[config.mk]
export PLATFORM = sky130hd
export DESIGN_NAME = isb_prefetch_buffer
export DESIGN_NICKNAME = d
export VERILOG_FILES = /design/src/rtl/isb_prefetch_buffer.sv
export SDC_FILE = /design/constraint.sdc
export NUM_CORES = 1
export LEC_CHECK = 0
export ABC_AREA = 0
export CORE_ASPECT_RATIO = 0.9
export CORE_MARGIN = 2
export CORE_UTILIZATION = 30
export CTS_BUF_LIST = sky130_fd_sc_hd__clkbuf_16
export CTS_CLUSTER_SIZE = 14
export DETAILED_ROUTE_END_ITERATION = 8
export MAX_ROUTING_LAYER = met4
export PLACE_DENSITY = 0.57
export SLEW_MARGIN = 20
export SYNTH_ARGS = -nofsm -noshare
export SYNTH_HDL_FRONTEND = slang
export SYNTH_SLANG_ARGS = --single-unit
[constraint.sdc]
create_clock -name clk -period 4.1 [get_ports clk]
set_clock_uncertainty 0.15 [all_clocks]
set_input_delay 0.41 -clock clk [delete_from_list [all_inputs] [get_ports clk]]
set_output_delay 0.41 -clock clk [all_outputs]
set_load 0.005 [all_outputs]
[src/rtl/isb_prefetch_buffer.sv]
// isb_prefetch_buffer: receives prefetch candidates from isb, filters
// duplicates, queues them toward the memory request port, tracks fills and
// scores demand accesses against buffered lines as timely or late hits.
module isb_prefetch_buffer #(
  parameter int DEPTH  = 4,
  parameter int ADDR_W = 16
) (
  input  logic              clk,
  input  logic              rst_n,
  input  logic              pf_v,
  input  logic [ADDR_W-1:0] pf_addr,
  output logic              pf_drop,
  output logic              mem_req_v,
  output logic [ADDR_W-1:0] mem_req_addr,
  input  logic              mem_req_ready,
  input  logic              mem_resp_v,
  input  logic [ADDR_W-1:0] mem_resp_addr,
  input  logic              dem_v,
  input  logic [ADDR_W-1:0] dem_addr,
  output logic              dem_hit,
  output logic              dem_late,
  output logic [15:0]       hit_cnt
);

  localparam int IW = (DEPTH > 1) ? $clog2(DEPTH) : 1;

  typedef enum logic [1:0] {
    ST_INVALID = 2'd0,
    ST_QUEUED  = 2'd1,
    ST_ISSUED  = 2'd2,
    ST_READY   = 2'd3
  } ent_state_e;

  ent_state_e        state_r     [DEPTH];
  logic [ADDR_W-1:0] tag_r       [DEPTH];
  ent_state_e        state_nxt_s [DEPTH];

  logic [DEPTH-1:0] dem_match_s;
  logic             pf_dup_s;
  logic             free_found_s;
  logic [IW-1:0]    free_idx_s;
  logic             req_found_s;
  logic [IW-1:0]    req_idx_s;
  logic             dem_ready_s;
  logic             dem_pend_s;
  logic             alloc_s;
  logic             fire_s;

  logic             pf_drop_r;
  logic             dem_hit_r;
  logic             dem_late_r;
  logic [15:0]      hit_cnt_r;

  // Lookups against start-of-cycle state: dedup, free slot, issue head, demand match.
  always_comb begin
    pf_dup_s     = dem_v & (dem_addr == pf_addr);
    free_found_s = 1'b0;
    free_idx_s   = '0;
    req_found_s  = 1'b0;
    req_idx_s    = '0;
    dem_ready_s  = 1'b0;
    dem_pend_s   = 1'b0;
    dem_match_s  = '0;
    // Walk downward so the last assignment wins: lowest index has priority.
    for (int i = DEPTH - 1; i >= 0; i--) begin
      pf_dup_s       = pf_dup_s | ((state_r[i] != ST_INVALID) & (tag_r[i] == pf_addr));
      free_found_s   = free_found_s | (state_r[i] == ST_INVALID);
      free_idx_s     = (state_r[i] == ST_INVALID) ? IW'(i) : free_idx_s;
      req_found_s    = req_found_s | (state_r[i] == ST_QUEUED);
      req_idx_s      = (state_r[i] == ST_QUEUED) ? IW'(i) : req_idx_s;
      dem_match_s[i] = dem_v & (state_r[i] != ST_INVALID) & (tag_r[i] == dem_addr);
      dem_ready_s    = dem_ready_s | (dem_match_s[i] & (state_r[i] == ST_READY));
      dem_pend_s     = dem_pend_s | (dem_match_s[i] & ((state_r[i] == ST_QUEUED) |
                                                       (state_r[i] == ST_ISSUED)));
    end
    alloc_s      = pf_v & ~pf_dup_s & free_found_s;
    fire_s       = req_found_s & mem_req_ready;
    mem_req_v    = req_found_s;
    mem_req_addr = tag_r[req_idx_s];
  end

  // Per-entry next state; a demand free overrides issue and fill on the same entry.
  always_comb begin
    for (int i = 0; i < DEPTH; i++) begin
      state_nxt_s[i] = state_r[i];
      case (state_r[i])
        ST_INVALID: begin
          state_nxt_s[i] = (alloc_s && (free_idx_s == IW'(i))) ? ST_QUEUED : ST_INVALID;
        end
        ST_QUEUED: begin
          if (dem_match_s[i]) begin
            state_nxt_s[i] = ST_INVALID;
          end else if (fire_s && (req_idx_s == IW'(i))) begin
            state_nxt_s[i] = ST_ISSUED;
          end else begin
            state_nxt_s[i] = ST_QUEUED;
          end
        end
        ST_ISSUED: begin
          if (dem_match_s[i]) begin
            state_nxt_s[i] = ST_INVALID;
          end else if (mem_resp_v && (tag_r[i] == mem_resp_addr)) begin
            state_nxt_s[i] = ST_READY;
          end else begin
            state_nxt_s[i] = ST_ISSUED;
          end
        end
        ST_READY: begin
          state_nxt_s[i] = dem_match_s[i] ? ST_INVALID : ST_READY;
        end
        default: begin
          state_nxt_s[i] = ST_INVALID;
        end
      endcase
    end
  end

  // Entry state and tag registers; the allocated slot captures the candidate address.
  always_ff @(posedge clk or negedge rst_n) begin
    if (!rst_n) begin
      for (int i = 0; i < DEPTH; i++) begin
        state_r[i] <= ST_INVALID;
        tag_r[i]   <= '0;
      end
    end else begin
      for (int i = 0; i < DEPTH; i++) begin
        state_r[i] <= state_nxt_s[i];
        if (alloc_s && (free_idx_s == IW'(i))) begin
          tag_r[i] <= pf_addr;
        end
      end
    end
  end

  // Registered event pulses and the saturating timely-hit counter.
  always_ff @(posedge clk or negedge rst_n) begin
    if (!rst_n) begin
      pf_drop_r  <= 1'b0;
      dem_hit_r  <= 1'b0;
      dem_late_r <= 1'b0;
      hit_cnt_r  <= 16'd0;
    end else begin
      pf_drop_r  <= pf_v & ~alloc_s;
      dem_hit_r  <= dem_ready_s;
      dem_late_r <= dem_pend_s;
      if (dem_ready_s && (hit_cnt_r != 16'hFFFF)) begin
        hit_cnt_r <= hit_cnt_r + 16'd1;
      end
    end
  end

  assign pf_drop  = pf_drop_r;
  assign dem_hit  = dem_hit_r;
  assign dem_late = dem_late_r;
  assign hit_cnt  = hit_cnt_r;

endmodule

==> results summary, run 1 <==
The pin count of the biggest net entering global routing is 67. The number of buffers inserted by hold repair at cts is 0. The number of cell instances on the worst register-to-register path is 9. STA classifies the critical path startpoint as an input pin. The final RePlAce weighted congestion came out at 1.04. Of the post-synthesis cell area, the dominant cell type holds 0.319. Dividing the final minimum period by the clock period gives 0.779.

The share of async-settable or async-resettable flops after synthesis is 1.00. Across all hold checks on the routed design, the worst slack comes to 23.5 ps. The final instance count without filler cells is 1080. The number of placed instances, taps included is 1062.

The endpoint type of the worst setup path is a flop. The leakage component of the power is 3.62 nW. The final net count came out at 843. Summing all flip-flop and latch instances after layout gives 2280 um^2.

By area the synthesized netlist is led by sky130_fd_sc_hd__dfrtp_1, sky130_fd_sc_hd__xor2_1, sky130_fd_sc_hd__mux2_2. The via count of the first global-routing pass was 5661. The relative area change from synthesis to final layout is 19.3%.

The count of pins over their slew limit is 0. The total of endpoints with negative setup slack in the final report is 0. For the worst setup path, the data required time is 4190 ps. Measured along the y axis, the die boundary spans 150 um. The number of port buffers is 89.

The post-synthesis instance area came out at 7150 um^2. The maximum achievable frequency is 313 MHz. The H-tree depth reported by CTS is 3. For this run, the number of Yosys warnings is 0. The routed wire length came out at 25700 um. Cell internal power was estimated by the tool at 2.83 mW.

The transition at the pin with the smallest max-transition slack is 907 ps. The all-layer global routing usage came out at 0.213. The synthesized net count is 772.

The floorplan step defined a die boundary enclosing 25100 um^2. The TritonCTS sink count came out at 91. For this run, the leading register cell type out of synthesis is sky130_fd_sc_hd__dfrtp_1. Setup repair after global routing left no endpoint under its margin. The final route contains 5624 vias. TritonCTS built the clock tree. The number of gates resized after CTS was 0.

The critical path arrival came out at 3280 ps. The average instance area after synthesis came out at 10.2 um^2. The number of standard cells after synthesis is 700. Post-CTS timing repair inserted 0 buffers for setup. The flip-flop and latch count after synthesis is 91. The latest clock arrival within the worst-skew pair is 360 ps. The post-DP HPWL is 20200 um. The path class of the tightest hold or removal check is input pin to async pin. The share of cells above drive strength 1 came out at 0.142. The clock network fraction of design power is 0.157.

The clock-pin slew on the worst setup and hold paths is 70 ps. The floorplan has 53 rows. The worst path needs 3190 ps of the cycle, external delays included. Summed over all layers, the global routing overflow is 0. The length of the first detailed-routing pass in iterations came out at 5. Yosys mapped the design onto 51 distinct sky130hd cell types.

The final hold violation count is 0. In this run, synthesis inferred 0 flip-flops with an integrated enable. The via-per-instance ratio is 5.21.

During I/O placement, the number of pins put on the boundary was 90. The area used by multi-input combinational logic came out at 4470 um^2. The global-route wire length before repair is 37700 um. The share of total power in sequential cells came out at 0.362. The biggest area contributor in the post-synthesis netlist is sky130_fd_sc_hd__dfrtp_1.

The critical path in this run is classified as input pin to flop. The setup TNS came out at 0 ps. Across the VDD grid, the largest voltage drop is 283 uV.

In this run the tightest slew margin relative to its limit is 0.390. After layout, the worst setup slack is 906 ps. The initial utilization of the core area, before any placement, comes to 0.305. The number of violations reported at the end of detailed-routing iteration 0 is 544. The combinational share of power came out at 0.481. The average wire per cell in the routed design is 23.8 um. For this design the ratio of total power to cell area is 600 nW/um^2.

The run finished with clean final reports. In this run the deepest clock path goes through 2 buffers. The switching power came out at 2.29 mW.

Of the synthesized area, sequential elements account for 0.319. The number of antenna violations at the first check in global routing is 2. In this run the remaining antenna-violating nets after routing total 0. The filler cells instantiated in the layout total 2376. The max-capacitance violation count came out at 0. The total DRC errors in the routed layout came out at 0. The highest net fanout along the worst path is 17.

The final cell utilization of the core came out at 0.364. The number of buffers inserted during clock tree synthesis is 9. The switching share of total power is 0.448. The root buffer cell chosen for the clock tree is sky130_fd_sc_hd__clkbuf_16. The worst setup slack after placement is 575 ps. The area of the core came out at 23400 um^2. The floorplan step set the die width to 167 um.
## worst paths after layout
check / from / to / slack, ps
worst max-delay path: pf_addr[4] / tag_r[16] / 910
worst min-delay path: rst_n / hit_cnt[13] / 20
worst max register to register: state_r[6] / hit_cnt[14] / 1230
worst min register to register: hit_cnt[9] / hit_cnt[9] / 330
max in group asynchronous: rst_n / tag_r[60] / 2910
min in group clk: hit_cnt[9] / hit_cnt[9] / 330
## area by class of cell
class / count / share of cell area
diodes: 2 / 0.000587
clock buffers: 9 / 0.0264
clock inverters: 7 / 0.00616
inverters: 14 / 0.00616
multi-input cells: 544 / 0.524
flip-flops and latches: 91 / 0.267
well taps: 302 / 0.0443
repair buffers: 111 / 0.125
## metrics by stage
step                instance area, um^2  power [mW]
CTS                                8520        5.12
floorplan                          7150        3.13
detailed placement                 8240        4.29
global placement                   8240        4.29
global route                       8530        5.38
finish                             8530        5.12
## power by group through the flow
stage | Combinational [mW] | Sequential [mW] | Clock, mW
floorplan | 1.53 | 1.60 | 0
global placement | 2.45 | 1.85 | 0
detailed placement | 2.43 | 1.85 | 0
CTS | 2.45 | 1.84 | 0.829
global route | 2.64 | 1.89 | 0.859
finish | 2.46 | 1.85 | 0.805
## cells in the mapped netlist, types with 16 or more instances
cell type / number
sky130_fd_sc_hd__nand4_1: 32
sky130_fd_sc_hd__dfrtp_1: 91
sky130_fd_sc_hd__nand3_1: 16
sky130_fd_sc_hd__mux2_2: 58
sky130_fd_sc_hd__nor4_1: 32
sky130_fd_sc_hd__mux2i_1: 16
sky130_fd_sc_hd__o21ai_0: 19
sky130_fd_sc_hd__ha_1: 18
sky130_fd_sc_hd__xor2_1: 157
sky130_fd_sc_hd__a22oi_1: 16
sky130_fd_sc_hd__nor3_1: 22
sky130_fd_sc_hd__xnor2_1: 64
## critical path, stage by stage
cell,delay [ps]
sky130_fd_sc_hd__clkdlybuf4s50_1,710
sky130_fd_sc_hd__xnor2_1,270
sky130_fd_sc_hd__nand4_1,200
sky130_fd_sc_hd__nor4_1,100
sky130_fd_sc_hd__and3_1,240
sky130_fd_sc_hd__nor4_4,390
sky130_fd_sc_hd__and4_1,260
sky130_fd_sc_hd__buf_4,300
sky130_fd_sc_hd__mux2_2,380
## state kept, by name, indices dropped and copies added (netlist names)
signal and cells:
tag_r 64, hit_cnt 16, state_r 8, dem_hit 1
dem_late 1, pf_drop 1
## cells in the final DEF, fill, tap and decap left out, drive strengths merged, types with 15 or more instances in the layout
master and count:
xnor2 64, clkdlybuf4s50 88, a22oi 16, mux2i 16, nor3 22, buf 23
dfrtp 91, o21ai 19, xor2 157, nand3 16, nand4 33, nor4 33
and3 15, mux2 66, inv 16, ha 18
## cells by family (layout without fill, tap and decap cells)
kind of cell / after synthesis / after routing / share of synthesized area
AO/OA/AOI/OAI: 56 / 56 / 0.0527
adder cells (fa/ha/maj): 18 / 18 / 0.0315
multiplexers: 82 / 82 / 0.126
AND/OR/NAND/NOR: 167 / 167 / 0.143
flip-flops: 91 / 91 / 0.319
buffers and inverters: 65 / 141 / 0.0572
other: 0 / 2 / 0
XOR/XNOR: 221 / 221 / 0.271
## routing by layer
layer	vias up	wire length, um	GRT usage
met2	181	11700	0.334
met4	0	605	0.0659
met3	36	1280	0.0376
li1	2601	-	-
met5	-	0	-
met1	2806	12100	0.284
Power figures use the tool's default switching activity.
==> run 2, diff against run 1 <==
--- a/config.mk
+++ b/config.mk
@@ -13,7 +13,7 @@
 export CTS_CLUSTER_SIZE = 14
 export DETAILED_ROUTE_END_ITERATION = 8
 export MAX_ROUTING_LAYER = met4
-export PLACE_DENSITY = 0.57
+export PLACE_DENSITY = 0.59
 export SLEW_MARGIN = 20
 export SYNTH_ARGS = -nofsm -noshare
 export SYNTH_HDL_FRONTEND = slang
==> constraint.sdc (replaced) <==
create_clock -name clk -period 2.9 [get_ports clk]
set_clock_uncertainty 0.15 [all_clocks]
set_input_delay 0.29 -clock clk [delete_from_list [all_inputs] [get_ports clk]]
set_output_delay 0.29 -clock clk [all_outputs]
set_load 0.005 [all_outputs]
==> run 2 against run 1 <==
  * Sequential power grew 29%
  * Largest power group unchanged
  * Sequential share of layout area decreased by 2.6 points
  * Worst setup slack worse by 830 ps
  * First-iteration DRC count decreased by 6.8%
  * Clock-buffer cell count is the same
  * Die area unchanged
  * Register-to-register slack worse by 1100 ps
  * Via count rose by 6.8%
  * Flip-flop and latch count did not move
  * Total power rose by 51%
  * Utilization rose by 3.9 points
==> results summary, run 2 (synthesis gave the netlist of run 1 again) <==
Status: completed (unchanged). The number of placed instances, taps included came to 1163 (was 1062). The area of the core was 23400 um^2 (unchanged). The remaining antenna violation count is 0 (unchanged). The aggregate global routing overflow came out at 0 (unchanged). The number of vias after detailed routing was 6004 (was 5624). The number of antenna violations at the first check in global routing is 1 (was 2).

The worst hold slack is 327 ps (was 23.5 ps). The final RePlAce weighted congestion is 1.05 (was 1.04). The I/O pin count came out at 90 (unchanged). The post-DP HPWL came to 20800 um (was 20200 um). The worst setup slack after placement is -236 ps (was 575 ps). The relative area change from synthesis to final layout came out at 31.9% (was 19.3%). The number of buffers inserted during clock tree synthesis came out at 9 (unchanged). The via-per-instance ratio is 5.08 (was 5.21). The all-layer global routing usage is 0.214 (was 0.213). The TritonCTS sink count came to 91 (unchanged). The final hold violation count is 0 (unchanged). The via count of the first global-routing pass was 6017 (was 5661).

The global-route wire length before repair came out at 38000 um (was 37700 um). The number of flip-flops in the largest register came out at 64 (unchanged). The final cell utilization of the core came out at 0.403 (was 0.364).

The required time reported for the critical path endpoint was 2460 ps (was 4190 ps). The pin count of the biggest net entering global routing came out at 50 (was 67). The ratio of total power to cell area came out at 822 nW/um^2 (was 600 nW/um^2). The standard-cell row count is 53 (unchanged).

The total of fill cells in the finished design is 2327 (was 2376). The root buffer selected by CTS was sky130_fd_sc_hd__clkbuf_16 (unchanged). The leading cell type in the layout, fill and taps excluded is sky130_fd_sc_hd__xor2_1 (unchanged). Unrepaired setup endpoints after global routing: yes (was no).

The final net count came to 946 (was 843). The internal reg-to-reg setup slack is 100 ps (was 1230 ps). The deepest clock path buffer count is 2 (unchanged).

The overall power of the completed layout is 7.75 mW (was 5.12 mW). The cell at the slowest stage of the critical path is sky130_fd_sc_hd__clkdlybuf4s50_1 (unchanged). CP Cell Sequence: inv_1, ha_1, nor2b_2, o21bai_2, buf_12, mux2i_1, o21ai_1, clkdlybuf4s50_1 (was clkdlybuf4s50_1, xnor2_1, nand4_1, nor4_1, and3_1, nor4_4, and4_1, buf_4, mux2_2). The highest net fanout along the worst path is 16 (was 17). The transition at the pin with the smallest max-transition slack was 657 ps (was 907 ps).

The final instance count without filler cells is 1182 (was 1080). The latest clock arrival within the worst-skew pair came out at 360 ps (about the same). The endpoint type of the worst setup path is a primary output (was flop). The die height came to 150 um (unchanged). The routed wire length was 25700 um (about the same). The delay of the slowest critical-path stage came out at 520 ps (was 710 ps).

The share of cells above drive strength 1 was 0.247 (was 0.142). The worst hold-check path type is input pin to async pin (unchanged). The critical path class is flop to primary output (was input pin to flop). Leading cell types in the layout, fill and taps excluded: sky130_fd_sc_hd__xor2_1, sky130_fd_sc_hd__buf_4, sky130_fd_sc_hd__dfrtp_1, sky130_fd_sc_hd__clkdlybuf4s50_1, sky130_fd_sc_hd__xnor2_1 (was sky130_fd_sc_hd__xor2_1, sky130_fd_sc_hd__dfrtp_1, sky130_fd_sc_hd__clkdlybuf4s50_1, sky130_fd_sc_hd__xnor2_1, sky130_fd_sc_hd__mux2_2). The clock-pin slew on the worst setup and hold paths came to 70 ps (about the same). The number of violations reported at the end of detailed-routing iteration 0 came out at 507 (was 544). The register bank with the most flops is tag_r (unchanged).

The length of the first detailed-routing pass in iterations came to 5 (unchanged). The die footprint is 25100 um^2 (unchanged). The total DRC errors in the routed layout came out at 0 (unchanged). The final critical delay including setup and external delays came out at 2820 ps. The number of port buffers is 89 (unchanged). The H-tree depth reported by CTS is 3 (unchanged). The area used by multi-input combinational logic came to 4500 um^2 (was 4470 um^2).

The starting density of the core came out at 0.305 (unchanged). The max-capacitance violation count came out at 0 (unchanged). The critical path arrival is 2380 ps (was 3280 ps). The total of endpoints with negative setup slack in the final report was 0 (unchanged). The leakage component of the power is 4.25 nW (was 3.62 nW). For this run, the top clock speed supported by timing is 355 MHz. The final worst-path cycle share came out at 0.972. The average wire per cell in the routed design is 21.7 um (was 23.8 um). The area of all sequential standard cells came to 2280 um^2 (unchanged). The relative slew slack was 0.558 (was 0.390). The TritonCTS clock tree is yes (unchanged). The worst setup slack after layout is 79.8 ps (was 906 ps). The horizontal die dimension came out at 167 um (unchanged). The worst vdd rail ir drop is 371 uV (was 283 uV). The startpoint type of the worst setup path was a flop (was input pin). The count of pins over their slew limit is 0 (unchanged).
run 2: cell type report:
class                      instances  share of cell area
sequential                        91               0.241
tap                              302              0.0401
clock buffer                       9              0.0239
inverter                          14             0.00557
antenna                            1            0.000265
multi-input combinational        544               0.477
clock inverter                     7             0.00464
timing repair buffer             214               0.207
run 2: report_power, final:
| part | total, mW | leakage (nW) | switching [mW] | internal [mW] |
|---|---|---|---|---|
| clock network | 1.12 | 0.128 | 0.538 | 0.577 |
| registers | 2.38 | 1.16 | 0.691 | 1.69 |
| logic | 4.25 | 2.96 | 2.11 | 2.14 |
run 2: worst paths after layout:
| path | end | startpoint | depth (start not counted) |
|---|---|---|---|
| setup reg to reg | tag_r[18] | tag_r[38] | 9 |
| max in group asynchronous | tag_r[26] | rst_n | 3 |
| min in group clk | hit_cnt[9] | hit_cnt[9] | 1 |
| hold reg to reg | hit_cnt[9] | hit_cnt[9] | 1 |
| setup / recovery | mem_req_addr[7] | state_r[1] | 8 |
| hold / removal | state_r[7] | rst_n | 2 |
run 2: worst max-delay path, delay by kind of cell, from the launching register on:
family,cells,cell delay [ps]
multiplexers,1,100
AND/OR/NAND/NOR,1,180
AO/OA/AOI/OAI,2,320
flip-flops,1,380
buffers and inverters,3,810
adder cells (fa/ha/maj),1,220
run 2: metrics by stage:
step	TNS (ps)	cell area [um^2]
3_5_place_dp	-13720	9080
3_3_place_gp	-13150	9080
4_1_cts	0	9360
6_report	0	9430
2_1_floorplan	0	7150
5_1_grt	-214	9430
run 2: what timing repair did:
item                                   in CTS  in global routing
hold buffers                                1                  0
setup buffers                               0                  1
resized for setup                           8                 26
setup endpoints to repair                  16                 27
endpoints found under the hold margin      42                  0
run 2: layer usage:
metal  share of wire  up-vias  GRT usage
met3           0.054       30     0.0334
met5               0        -          -
met2            0.46      210      0.337
met4           0.020        0     0.0547
met1            0.47     2947      0.289
li1                -     2817          -
